$ cat config.mk
export PLATFORM = sky130hd
export DESIGN_NAME = mu0_debug_master
export DESIGN_NICKNAME = d
export VERILOG_FILES = /design/src/rtl/mu0_debug_pkg.sv /design/src/rtl/mu0_debug_tx_buffer.sv /design/src/rtl/mu0_debug_master.sv
export SDC_FILE = /design/constraint.sdc
export NUM_CORES = 1
export LEC_CHECK = 0
export CORE_MARGIN = 10
export CORE_UTILIZATION = 55
export CTS_BUF_LIST = sky130_fd_sc_hd__clkbuf_2 sky130_fd_sc_hd__clkbuf_4 sky130_fd_sc_hd__clkbuf_8
export DETAILED_ROUTE_END_ITERATION = 8
export PLACE_DENSITY = 0.92
export REMOVE_ABC_BUFFERS = 1
export SYNTH_ARGS = -nofsm -noshare
export SYNTH_HDL_FRONTEND = slang
export SYNTH_SLANG_ARGS = --single-unit
$ cat constraint.sdc
create_clock -name Clk -period 2.4 [get_ports Clk]
set_input_delay 0.36 -clock Clk [delete_from_list [all_inputs] [get_ports Clk]]
set_output_delay 0.36 -clock Clk [all_outputs]
set_load 0.05 [all_outputs]
$ cat src/rtl/mu0_debug_pkg.sv
// Shared constants and types for the MU0 debug bus initiator.
package mu0_debug_pkg;

    // Host command opcodes
    localparam logic [7:0] OP_READ     = 8'h01;
    localparam logic [7:0] OP_WRITE    = 8'h02;
    localparam logic [7:0] OP_BP_SET   = 8'h03;
    localparam logic [7:0] OP_BP_CLR   = 8'h04;
    localparam logic [7:0] OP_BP_QUERY = 8'h05;

    // Response leader bytes
    localparam logic [7:0] RSP_READ     = 8'h81;
    localparam logic [7:0] RSP_WRITE    = 8'h82;
    localparam logic [7:0] RSP_BP_WRITE = 8'h83;
    localparam logic [7:0] RSP_BP_QUERY = 8'h85;
    localparam logic [7:0] RSP_BAD_OP   = 8'hEE;
    localparam logic [7:0] RSP_TIMEOUT  = 8'hEF;

    typedef enum logic [3:0] {
        StIdle,
        StAdrHi,
        StAdrLo,
        StDatHi,
        StDatLo,
        StExecRead,
        StExecWrite,
        StExecBpWr,
        StExecBpRd,
        StSend
    } state_e;

    // True for opcodes that are followed by an address
    function automatic logic is_known_op(input logic [7:0] op);
        return (op >= OP_READ) && (op <= OP_BP_QUERY);
    endfunction

endpackage

$ cat src/rtl/mu0_debug_tx_buffer.sv
// Response buffer: holds up to three bytes and hands them out one at a time
// over a valid/ready link, oldest byte in the top lane.
module mu0_debug_tx_buffer (
    input  logic        clk,
    input  logic        reset,
    input  logic        load,
    input  logic [1:0]  load_count,
    input  logic [23:0] load_bytes,
    output logic [7:0]  tx_data,
    output logic        tx_valid,
    input  logic        tx_ready,
    output logic        done
);

    logic [23:0] bytes_q;
    logic [1:0]  count_q;

    // Load a fresh response, or shift out one byte per handshake
    always_ff @(posedge clk) begin
        if (reset) begin
            bytes_q <= 24'h0;
            count_q <= 2'd0;
        end else if (load) begin
            bytes_q <= load_bytes;
            count_q <= load_count;
        end else if (tx_valid && tx_ready) begin
            bytes_q <= {bytes_q[15:0], 8'h00};
            count_q <= count_q - 2'd1;
        end
    end

    assign tx_data  = bytes_q[23:16];
    // A response pending at reset is dropped, so never offer it while reset is high
    assign tx_valid = !reset && (count_q != 2'd0);
    assign done     = tx_valid && tx_ready && (count_q == 2'd1);

endmodule

$ cat src/rtl/mu0_debug_master.sv
// Debug-side bus initiator: decodes byte-serial host commands into word
// reads/writes on the memory debug port and breakpoint RAM accesses, and
// returns byte responses.
module mu0_debug_master
    import mu0_debug_pkg::*;
#(
    parameter int unsigned TIMEOUT      = 1_000_000,
    parameter int unsigned READ_LATENCY = 1
) (
    input  logic        Clk,
    input  logic        Reset,
    input  logic [7:0]  rx_data,
    input  logic        rx_valid,
    output logic        rx_ready,
    output logic [7:0]  tx_data,
    output logic        tx_valid,
    input  logic        tx_ready,
    output logic [11:0] mem_address,
    output logic [15:0] mem_write_data,
    input  logic [15:0] mem_read_data,
    output logic        mem_wen,
    output logic [15:0] bp_address,
    output logic        bp_write_data,
    input  logic        bp_read_data,
    output logic        bp_wen,
    output logic        busy
);

    localparam int unsigned TimerW = (TIMEOUT > 1) ? $clog2(TIMEOUT) : 1;
    localparam int unsigned LatW   = (READ_LATENCY > 1) ? $clog2(READ_LATENCY) : 1;
    localparam logic [TimerW-1:0] TimerLast = TimerW'(TIMEOUT - 1);
    localparam logic [LatW-1:0]   LatLast   = LatW'(READ_LATENCY - 1);

    state_e             state_q, state_d;
    logic [TimerW-1:0]  timer_q, timer_d;
    logic [LatW-1:0]    lat_q, lat_d;
    logic [7:0]         opcode_q;
    logic [3:0]         adr_hi_q;
    logic [7:0]         dat_hi_q;

    logic               rx_fire;
    logic               buf_load;
    logic [1:0]         buf_count;
    logic [23:0]        buf_bytes;
    logic               tx_done;

    assign rx_ready = !Reset && (state_q inside {StIdle, StAdrHi, StAdrLo, StDatHi, StDatLo});
    assign rx_fire  = rx_valid && rx_ready;

    // Write strobes are pure state decodes, suppressed while reset is asserted
    // so a reset landing on the execute cycle never lets a write through.
    assign mem_wen    = !Reset && (state_q == StExecWrite);
    assign bp_wen     = !Reset && (state_q == StExecBpWr);
    assign bp_address = {4'h0, mem_address};
    assign busy       = (state_q != StIdle);

    // State, idle timer and read-latency counter
    always_ff @(posedge Clk) begin
        if (Reset) begin
            state_q <= StIdle;
            timer_q <= '0;
            lat_q   <= '0;
        end else begin
            state_q <= state_d;
            timer_q <= timer_d;
            lat_q   <= lat_d;
        end
    end

    // Command fields captured on the edge that accepts each byte
    always_ff @(posedge Clk) begin
        if (Reset) begin
            opcode_q       <= 8'h00;
            adr_hi_q       <= 4'h0;
            dat_hi_q       <= 8'h00;
            mem_address    <= 12'h000;
            mem_write_data <= 16'h0000;
            bp_write_data  <= 1'b0;
        end else if (rx_fire) begin
            case (state_q)
                StIdle: begin
                    opcode_q <= rx_data;
                    if (rx_data == OP_BP_SET || rx_data == OP_BP_CLR) begin
                        bp_write_data <= (rx_data == OP_BP_SET);
                    end
                end
                StAdrHi: adr_hi_q       <= rx_data[3:0];
                StAdrLo: mem_address    <= {adr_hi_q, rx_data};
                StDatHi: dat_hi_q       <= rx_data;
                StDatLo: mem_write_data <= {dat_hi_q, rx_data};
                default: ;
            endcase
        end
    end

    // Next-state, timeout and response loading
    always_comb begin
        state_d   = state_q;
        timer_d   = timer_q;
        lat_d     = lat_q;
        buf_load  = 1'b0;
        buf_count = 2'd0;
        buf_bytes = 24'h0;

        unique case (state_q)
            StIdle: begin
                timer_d = '0;
                if (rx_fire) begin
                    if (is_known_op(rx_data)) begin
                        state_d = StAdrHi;
                    end else begin
                        buf_load  = 1'b1;
                        buf_count = 2'd1;
                        buf_bytes = {RSP_BAD_OP, 16'h0000};
                        state_d   = StSend;
                    end
                end
            end

            StAdrHi, StAdrLo, StDatHi, StDatLo: begin
                if (rx_fire) begin
                    timer_d = '0;
                    if (state_q == StAdrHi) begin
                        state_d = StAdrLo;
                    end else if (state_q == StDatHi) begin
                        state_d = StDatLo;
                    end else if (state_q == StDatLo) begin
                        state_d = StExecWrite;
                    end else begin
                        lat_d = '0;
                        if (opcode_q == OP_READ) begin
                            state_d = StExecRead;
                        end else if (opcode_q == OP_WRITE) begin
                            state_d = StDatHi;
                        end else if (opcode_q == OP_BP_QUERY) begin
                            state_d = StExecBpRd;
                        end else begin
                            state_d = StExecBpWr;
                        end
                    end
                end else if (timer_q == TimerLast) begin
                    // Host went quiet mid-command: abandon it without touching memory
                    buf_load  = 1'b1;
                    buf_count = 2'd1;
                    buf_bytes = {RSP_TIMEOUT, 16'h0000};
                    state_d   = StSend;
                end else begin
                    timer_d = timer_q + TimerW'(1);
                end
            end

            StExecRead: begin
                if (lat_q == LatLast) begin
                    buf_load  = 1'b1;
                    buf_count = 2'd3;
                    buf_bytes = {RSP_READ, mem_read_data};
                    state_d   = StSend;
                end else begin
                    lat_d = lat_q + LatW'(1);
                end
            end

            StExecBpRd: begin
                if (lat_q == LatLast) begin
                    buf_load  = 1'b1;
                    buf_count = 2'd2;
                    buf_bytes = {RSP_BP_QUERY, 7'h00, bp_read_data, 8'h00};
                    state_d   = StSend;
                end else begin
                    lat_d = lat_q + LatW'(1);
                end
            end

            StExecWrite: begin
                buf_load  = 1'b1;
                buf_count = 2'd1;
                buf_bytes = {RSP_WRITE, 16'h0000};
                state_d   = StSend;
            end

            StExecBpWr: begin
                buf_load  = 1'b1;
                buf_count = 2'd1;
                buf_bytes = {RSP_BP_WRITE, 16'h0000};
                state_d   = StSend;
            end

            StSend: begin
                if (tx_done) begin
                    state_d = StIdle;
                end
            end

            default: state_d = StIdle;
        endcase
    end

    mu0_debug_tx_buffer u_tx_buffer (
        .clk        (Clk),
        .reset      (Reset),
        .load       (buf_load),
        .load_count (buf_count),
        .load_bytes (buf_bytes),
        .tx_data    (tx_data),
        .tx_valid   (tx_valid),
        .tx_ready   (tx_ready),
        .done       (tx_done)
    );

endmodule

==> results of run 1 <==
[cells by family (layout without fill, tap and decap cells)]
kind of cell	after synthesis	after routing	synth area share (%)
other	1	4	0.0777
and+or+nand+nor	234	234	24.9
xor gates and xnor gates	1	1	0.181
adders and majority gates	3	3	0.777
DFF	99	99	41.0
AOI/OAI and AO/OA	126	126	16.9
muxes	38	38	7.88
buffers and inverters	73	156	8.21
[Yosys cell counts (3+ instances only)]
cell type  count  area (um^2)
a211oi_1       3         22.5
or2_2          3         18.8
nand4_1        7         43.8
clkbuf_1      27          101
nor4bb_1       3         30.0
and2_1         3         18.8
or3_1          7         43.8
dfxtp_1       99         1980
nand3_1       19         95.1
nor2_1        41          154
o31ai_1       10         75.1
nand2b_1       8         50.1
a21o_1         7         52.6
a32o_1         8         80.1
a311oi_1       3         26.3
and3_1         4         25.0
o21ai_0       16         80.1
or4_1          9         67.6
a21oi_1       51          255
nand2_1       91          342
mux2i_1       38          380
a31oi_1        6         37.5
buf_4         28          210
o32ai_1        3         26.3
nor4_1         5         31.3
inv_1         12         45.0
nor4b_1        4         35.0
nor3_1        13         65.1
ha_1           3         37.5
[state kept, by name, summed over array words and instances, names as in the netlist, 2 cells and up]
signal and flops:
mem_address 12, timer_q 20, state_q 4, u_tx_buffer.count_q 2
u_tx_buffer.bytes_q 24, mem_write_data 16, opcode_q 8, adr_hi_q 4
dat_hi_q 8
[final cells by class]
cell class	instances	area (um^2)
tap	108	135
multi-input combinational	406	2490
timing repair buffer	127	1180
clock buffer	11	139
inverter	13	50.0
clock inverter	5	61.3
fill	690	2600
sequential	99	1980
[how the worst min path moves through the flow]
stage | start | end | slack [ns] | cells past startpoint
finish | Reset | timer_q[7]$_SDFFE_PP0P_ | 0.30 | 2
global route | Reset | timer_q[7]$_SDFFE_PP0P_ | 0.34 | 2
CTS | Reset | timer_q[7]$_SDFFE_PP0P_ | 0.29 | 2
detailed placement | mem_write_data[0]$_SDFFE_PP0P_ | mem_write_data[0]$_SDFFE_PP0P_ | 0.45 | 2
global placement | dat_hi_q[6]$_SDFFE_PP0P_ | mem_write_data[14]$_SDFFE_PP0P_ | 0.44 | 2
floorplan | opcode_q[4]$_SDFFE_PP0P_ | opcode_q[4]$_SDFFE_PP0P_ | 0.42 | 2
[repair_timing]
item                                    4_1_cts  5_1_grt
pin swaps                                     0        2
setup buffers                                 0        1
gates cloned                                  0        0
endpoints found under the setup margin        7       11
gates resized for setup                       2        3
[layer usage]
| metal | vias to the layer above | GRT usage (%) |
|---|---|---|
| li1 | 2191 | - |
| met1 | 2169 | 23.3 |
| met2 | 147 | 35.5 |
| met3 | 17 | 4.20 |
| met4 | 0 | 7.11 |
| met5 | - | 0 |
[power by group]
group / switching [mW] / internal (mW)
logic: 1.23 / 0.748
registers: 0.128 / 1.76
clock network: 0.588 / 0.514
total: 1.94 / 3.02
[stage by stage]
| stage | instances | area (um^2) |
|---|---|---|
| 6_report | 769 | 6040 |
| 5_1_grt | 769 | 6040 |
| 4_1_cts | 768 | 6010 |
| 3_5_place_dp | 752 | 5800 |
| 3_3_place_gp | 752 | 5800 |
| 2_1_floorplan | 518 | 4490 |
[worst max-delay path: cells and delay by family (launching register included)]
family | cells | cell delay [ns]
AOI/OAI and AO/OA | 1 | 0.30
DFF | 1 | 0.44
and+or+nand+nor | 4 | 1.46
==> flow_metrics.tcl, run 1 <==
set metrics [dict create \
    cts_tree "done" \
    grt_setup_unrepaired "true" \
    layout_commonest_cell "dfxtp_1" \
    antenna_found_initial 0 \
    drtPass1Iterations 5 \
    maxUsedRoutingLayer "met4" \
    maxSlewHeadroom_pct 53.5 \
    power.total_mw 4.96 \
    cts_made_buffers 9 \
    cp_max_fo 8 \
    htreeDepth 3 \
    drive_above_1_share_pct 12.4 \
    worst_hold_slack_ns 0.304 \
    finalWorstSetupSlack_ns 0.0897 \
    path_clk_slew_ns 0.10 \
    route.detailed.wl_per_inst_um 17.1 \
    yosys_warnings 0 \
    grt_pass1_vias 4469 \
    ys_seq_area_share_pct 41.0 \
    crit_chain "nor4b_1 -> nand4_1 -> or3b_4 -> and3_1 -> a32o_1" \
    core_area_um2 8640 \
    cp-end-kind "flop" \
    cts-root-buf "clkbuf_8" \
    cts_buffer_depth 2 \
    r2r-start "timer_q[9]$_SDFFE_PP0P_" \
    final_max_slew_viol_count 0 \
    met1_length_um 5310 \
    vias 4524 \
    wl_um 13200 \
    cpPeakStageDelay_ns 0.50 \
    hold_viol 0 \
    place_congestion 0.858 \
    insertion_delay_ns 0.37 \
    period_needed_ns 2.31 \
    areaGrowthSynthToFinish_pct 25.0 \
    met3WireLength_um 867 \
    worstReg2RegEnd "u_tx_buffer.bytes_q[0]$_SDFFE_PP0P_" \
    status "finished, final reports clean" \
    antenna_cells 0 \
    crit_start "timer_q[9]$_SDFFE_PP0P_" \
    die_y_um 114 \
    p_per_area_nw_per_um2 822 \
    drc 0 \
    worst_slew_pin_slew_ns 0.690 \
    grt_max_degree 61 \
    ios 87 \
    cp-endpoint "u_tx_buffer.bytes_q[0]$_SDFFE_PP0P_" \
    hold_buffers 0 \
    cp_data_arrival_time_ns 2.57 \
    ys.flop_type "dfxtp_1" \
    initial_core_util_pct 55.9 \
    synth_edf_count 0 \
    cts_sinks 99 \
    grt_pass1_wl_um 22000 \
    fin_setup_tns_ns 0 \
    synth_cells 575 \
    synth_area_per_cell_um2 8.40 \
    cp-start-kind "flop" \
    die_area_um2 12900 \
    io_buffer_count 82 \
    fin_nets 688 \
    drtAntennaViolNets 0 \
    hpwl_um 9590 \
    ys_seq_elements 99 \
    critical_path_class "flop to flop" \
    finalSetupViolations 0 \
    fin_crit_sh_pct 96.3 \
    required_ns 2.66 \
    grt_overflow 0 \
    cap_violations 0 \
    cpMaxStageDelayCell "or3b_4" \
    synthesis.area_um2 4830 \
    r2r_slack_ns 0.09 \
    final_core_util_pct 69.9 \
    hp-class "input pin to flop" \
    p_leak_nw 2.25 \
    fp-row-count 34 \
    netlist-cell-type-count 62 \
    vias_per_cell 5.88 \
    final_cell_mix "dfxtp_1, nand2_1, clkdlybuf4s50_1" \
    async_flop_share_pct 0 \
    fmax_ghz 0.433 \
    preCtsSetupSlack_ns -0.342 \
    drt_iter0_drc 291 \
    die_x_um 114 \
    met2_length_um 6780 \
    reg2reg_depth 5 \
    grt_use_total_pct 20.1 \
    skew_ns 0.0128 \
    ir_drop_mv 0.571 \
]
No activity file was read; power rests on OpenSTA's default activity.
==> run 2: changes to the inputs <==
--- a/config.mk
+++ b/config.mk
@@ -9,3 +9,3 @@
 export CORE_UTILIZATION = 55
-export CTS_BUF_LIST = sky130_fd_sc_hd__clkbuf_2 sky130_fd_sc_hd__clkbuf_4 sky130_fd_sc_hd__clkbuf_8
+export CTS_BUF_LIST = sky130_fd_sc_hd__clkbuf_8
 export DETAILED_ROUTE_END_ITERATION = 8
--- a/constraint.sdc
+++ b/constraint.sdc
@@ -3,2 +3,2 @@
 set_output_delay 0.36 -clock Clk [all_outputs]
-set_load 0.05 [all_outputs]
+set_load 0.1 [all_outputs]
==> flow_metrics.tcl, run 2 (same netlist as run 1, synthesis figures left out) <==
set metrics [dict create \
    status "finished, final reports clean" \
    p_per_area_nw_per_um2 893 \
    critical_path_class "flop to primary output" \
    insertion_delay_ns 0.37 \
    vias 4498 \
    grt_overflow 0 \
    maxSlewHeadroom_pct 43.0 \
    grt_pass1_vias 4358 \
    grt_util_met3_pct 3.57 \
    drtAntennaViolNets 0 \
    r2r_slack_ns 0.17 \
    period_needed_ns 2.28 \
    antenna_found_initial 0 \
    use_met1_pct 22.6 \
    io_buffer_count 82 \
    grt_use_met2_pct 32.9 \
    drtPass1Iterations 5 \
    skew_ns 0.0126 \
    areaGrowthSynthToFinish_pct 22.9 \
    initial_core_util_pct 55.9 \
    final_max_slew_viol_count 0 \
    cp_data_arrival_time_ns 1.92 \
    layout_commonest_cell "dfxtp_1" \
    cts_sinks 99 \
    cts_tree "done" \
    top_regs "u_tx_buffer.bytes_q (24), timer_q (20), mem_write_data (16)" \
    p_leak_nw 2.35 \
    drc 0 \
    fin_crit_sh_pct 95.1 \
    die_x_um 114 \
    dp_cells 751 \
    drt_iter0_drc 297 \
    hpwl_um 9320 \
    cpPeakStageDelay_ns 0.58 \
    preCtsSetupSlack_ns -0.277 \
    grt_pass1_wl_um 20800 \
    required_ns 2.04 \
    top_register "u_tx_buffer.bytes_q" \
    cap_violations 0 \
    worst_hold_slack_ns 0.346 \
    cts_buffer_depth 2 \
    route.detailed.wl_per_inst_um 16.7 \
    path_clk_slew_ns 0.10 \
    finalSetupViolations 0 \
    largest_reg_flops 24 \
    cpMaxStageDelayCell "nor4_4" \
    cts-root-buf "clkbuf_8" \
    fp-row-count 34 \
    hold_viol 0 \
    finalWorstSetupSlack_ns 0.117 \
    worst_slew_pin_slew_ns 0.848 \
    cp_max_fo 9 \
    final_cell_mix "dfxtp_1, buf_4, nand2_1" \
    cp-start-kind "flop" \
    post_cts_buffers 0 \
    fin_cells 767 \
    die_y_um 114 \
    core_area_um2 8640 \
    drive_above_1_share_pct 19.7 \
    wl_um 12800 \
    hp-class "input pin to flop" \
    fmax_ghz 0.438 \
    cts_made_buffers 9 \
    hold_buffers 0 \
    grt_use_total_pct 19.1 \
    crit_chain "nor4_4 -> clkinv_2 -> buf_12" \
    ios 87 \
    vias_per_cell 5.86 \
    htreeDepth 3 \
    grt_setup_unrepaired "true" \
    fin_nets 686 \
    final_core_util_pct 68.7 \
    top_usage_layer "met2" \
    place_congestion 0.896 \
    grt_max_degree 43 \
    die_area_um2 12900 \
    cp-end-kind "primary output" \
    antenna_cells 0 \
    ir_drop_mv 1.06 \
]
run 2: cell types whose count changed in the layout (fill, tap and decap cells not counted), moves of 2 or more:
cell,change
clkbuf_4,-2
clkdlybuf4s50_1,-50
buf_12,+2
buf_4,+46
run 2: layout make-up:
type / instances / area, um^2
repair buffers: 125 / 1070
flip-flops and latches: 99 / 1980
clock inverters: 6 / 82.6
fillers: 680 / 2700
clock buffers: 10 / 138
multi-input cells: 406 / 2480
well taps: 108 / 135
inverters: 13 / 50.0
run 2: per-layer routing:
metal	up-vias	share of wire, %
met5	-	0
met4	0	1.9
met3	28	6.3
met2	156	50
met1	2122	41
li1	2192	-
run 2: power breakdown:
group / switching (mW) / internal (mW) / leakage (nW) / total (mW)
clock: 0.624 / 0.532 / 0.108 / 1.16
sequential: 0.124 / 1.76 / 0.800 / 1.88
combinational: 1.51 / 0.753 / 1.45 / 2.27
total: 2.26 / 3.04 / 2.35 / 5.30
run 2: critical path: cells and delay by family, from the launching register on:
family | cells | cell delay (ns)
AND/OR/NAND/NOR | 1 | 0.58
flip-flops | 1 | 0.43
buffers and inverters | 2 | 0.55
run 2: repair_timing:
action	in CTS	in global routing
gates resized for setup	2	2
gates cloned	0	0
pin swaps	0	2
endpoints found under the setup margin	6	7
run 2: path summary, 6_finish.rpt:
path | startpoint | to | depth (start not counted)
setup reg to reg | timer_q[17]$_SDFFE_PP0P_ | u_tx_buffer.bytes_q[4]$_SDFFE_PP0P_ | 5
setup / recovery | state_q[0]$_SDFFE_PP0P_ | busy | 3
hold / removal | Reset | timer_q[7]$_SDFFE_PP0P_ | 2
hold reg to reg | dat_hi_q[3]$_SDFFE_PP0P_ | mem_write_data[11]$_SDFFE_PP0P_ | 2
run 2: metrics by stage:
step	total power, mW	instance area, um^2	setup TNS [ns]
finish	5.30	5940	0
global route	5.54	5940	0
CTS	5.29	5920	0
detailed placement	4.13	5690	-1.93
global placement	4.09	5690	-1.03
floorplan	3.34	4490	-5.22
==> run 3: changes to the inputs <==
- CORE_UTILIZATION: 55 -> 65
- CTS_CLUSTER_SIZE: unset -> 16
- DONT_BUFFER_PORTS: unset -> 1
- PLACE_DENSITY: 0.92 -> 0.9
- SLEW_MARGIN: unset -> 20
==> flow_metrics.tcl, run 3 (same netlist as run 1, synthesis figures left out) <==
set metrics [dict create \
    cts.repair.resized 1 \
    crit_start "state_q[0]$_SDFFE_PP0P_" \
    p_leak_nw 2.07 \
    preCtsSetupSlack_ns 0.164 \
    cap_violations 0 \
    required_ns 2.04 \
    fin_crit_sh_pct 95.5 \
    cts-root-buf "clkbuf_8" \
    grt_max_degree 79 \
    top_register "u_tx_buffer.bytes_q" \
    post_cts_buffers 0 \
    cp_data_arrival_time_ns 1.93 \
    antenna_cells 0 \
    worst_slew_pin_slew_ns 0.869 \
    cts_sinks 99 \
    ir_drop_mv 0.862 \
    initial_core_util_pct 66.6 \
    critical_path_class "flop to primary output" \
    maxSlewHeadroom_pct 41.9 \
    largest_reg_flops 24 \
    die_y_um 106 \
    cp_max_fo 16 \
    insertion_delay_ns 0.37 \
    grt_pass1_wl_um 20100 \
    p_per_area_nw_per_um2 911 \
    cts_buffer_depth 2 \
    drive_above_1_share_pct 18.4 \
    final_max_slew_viol_count 0 \
    htreeDepth 3 \
    drtAntennaViolNets 0 \
    hp-start "Reset" \
    cts_made_buffers 9 \
    fp-row-count 31 \
    drc 0 \
    path_clk_slew_ns 0.10 \
    status "finished, final reports clean" \
    die_x_um 106 \
    cts_tree "done" \
    finalSetupViolations 0 \
    cp-start-kind "flop" \
    route.detailed.wl_per_inst_um 17.9 \
    drtPass1Iterations 5 \
    grt_setup_unrepaired "false" \
    wl_um 12500 \
    fillers 485 \
    drt_iter0_drc 427 \
    top_regs "u_tx_buffer.bytes_q (24), timer_q (20), mem_write_data (16)" \
    power.total_mw 4.97 \
    grt_use_total_pct 21.2 \
    io_buffer_count 0 \
    core_area_um2 7250 \
    vias 4416 \
    layout_commonest_cell "nand2_1" \
    hpwl_um 8830 \
    fin_nets 625 \
    vias_per_cell 6.34 \
    hold_viol 0 \
    areaGrowthSynthToFinish_pct 12.9 \
    period_needed_ns 2.29 \
    hold_buffers 0 \
    r2r-start "state_q[3]$_SDFFE_PP0P_" \
    grt_pass1_vias 4149 \
    antenna_found_initial 0 \
    skew_ns 0.00859 \
    place_congestion 0.989 \
    final_cell_mix "nand2_1, dfxtp_1, buf_4" \
    grt_overflow 0 \
    fmax_ghz 0.436 \
    finalWorstSetupSlack_ns 0.109 \
    hp-class "input pin to flop" \
    ios 87 \
    fin_setup_tns_ns 0 \
    die_area_um2 11300 \
    cp-end-kind "primary output" \
]
-- run 3: cell type report --
cell class                 instances  area [um^2]  area share, %
clock buffer                       9          124           2.27
timing repair buffer              64          611           11.2
clock inverter                     7         52.6          0.964
sequential                        99         2000           36.7
tap                               99          124           2.27
inverter                          13         52.6          0.964
multi-input combinational        406         2490           45.7
-- run 3: path summary, 6_finish.rpt --
check,depth (start not counted),slack [ns],end
setup / recovery,5,0.11,busy
hold / removal,1,0.04,mem_address[9]$_SDFFE_PP0P_
setup reg to reg,7,0.14,timer_q[13]$_SDFFE_PP0P_
hold reg to reg,2,0.45,mem_write_data[11]$_SDFFE_PP0P_
-- run 3: per-layer routing --
metal	GRT usage, %	share of wire, %	up-vias
met5	0	0	-
met4	7.45	2.2	0
met3	6.82	9.7	37
met2	36.7	50	252
met1	24.1	39	2062
li1	-	-	2065
-- run 3: worst max-delay path, stage by stage (launching register included) --
cell,delay (ns)
dfxtp_1,0.40
buf_4,0.21
nor4_4,0.28
buf_6,0.23
clkinvlp_4,0.20
buf_6,0.23
-- run 3: stage by stage --
| step | cell area [um^2] | cells | hold slack [ns] | util, % |
|---|---|---|---|---|
| after detailed placement | 5250 | 681 | 0.437 | 72.4 |
| after global placement | 5250 | 681 | 0.430 | 72.4 |
| after global routing | 5450 | 697 | 0.0214 | 75.1 |
| after floorplan | 4490 | 518 | 0.425 | - |
| final | 5450 | 697 | 0.0413 | 75.1 |
| after CTS | 5430 | 697 | 0.0311 | 74.9 |
-- run 3: power by group --
part | internal (mW) | switching (mW)
combinational | 0.645 | 1.46
clock | 0.384 | 0.601
sequential | 1.76 | 0.123
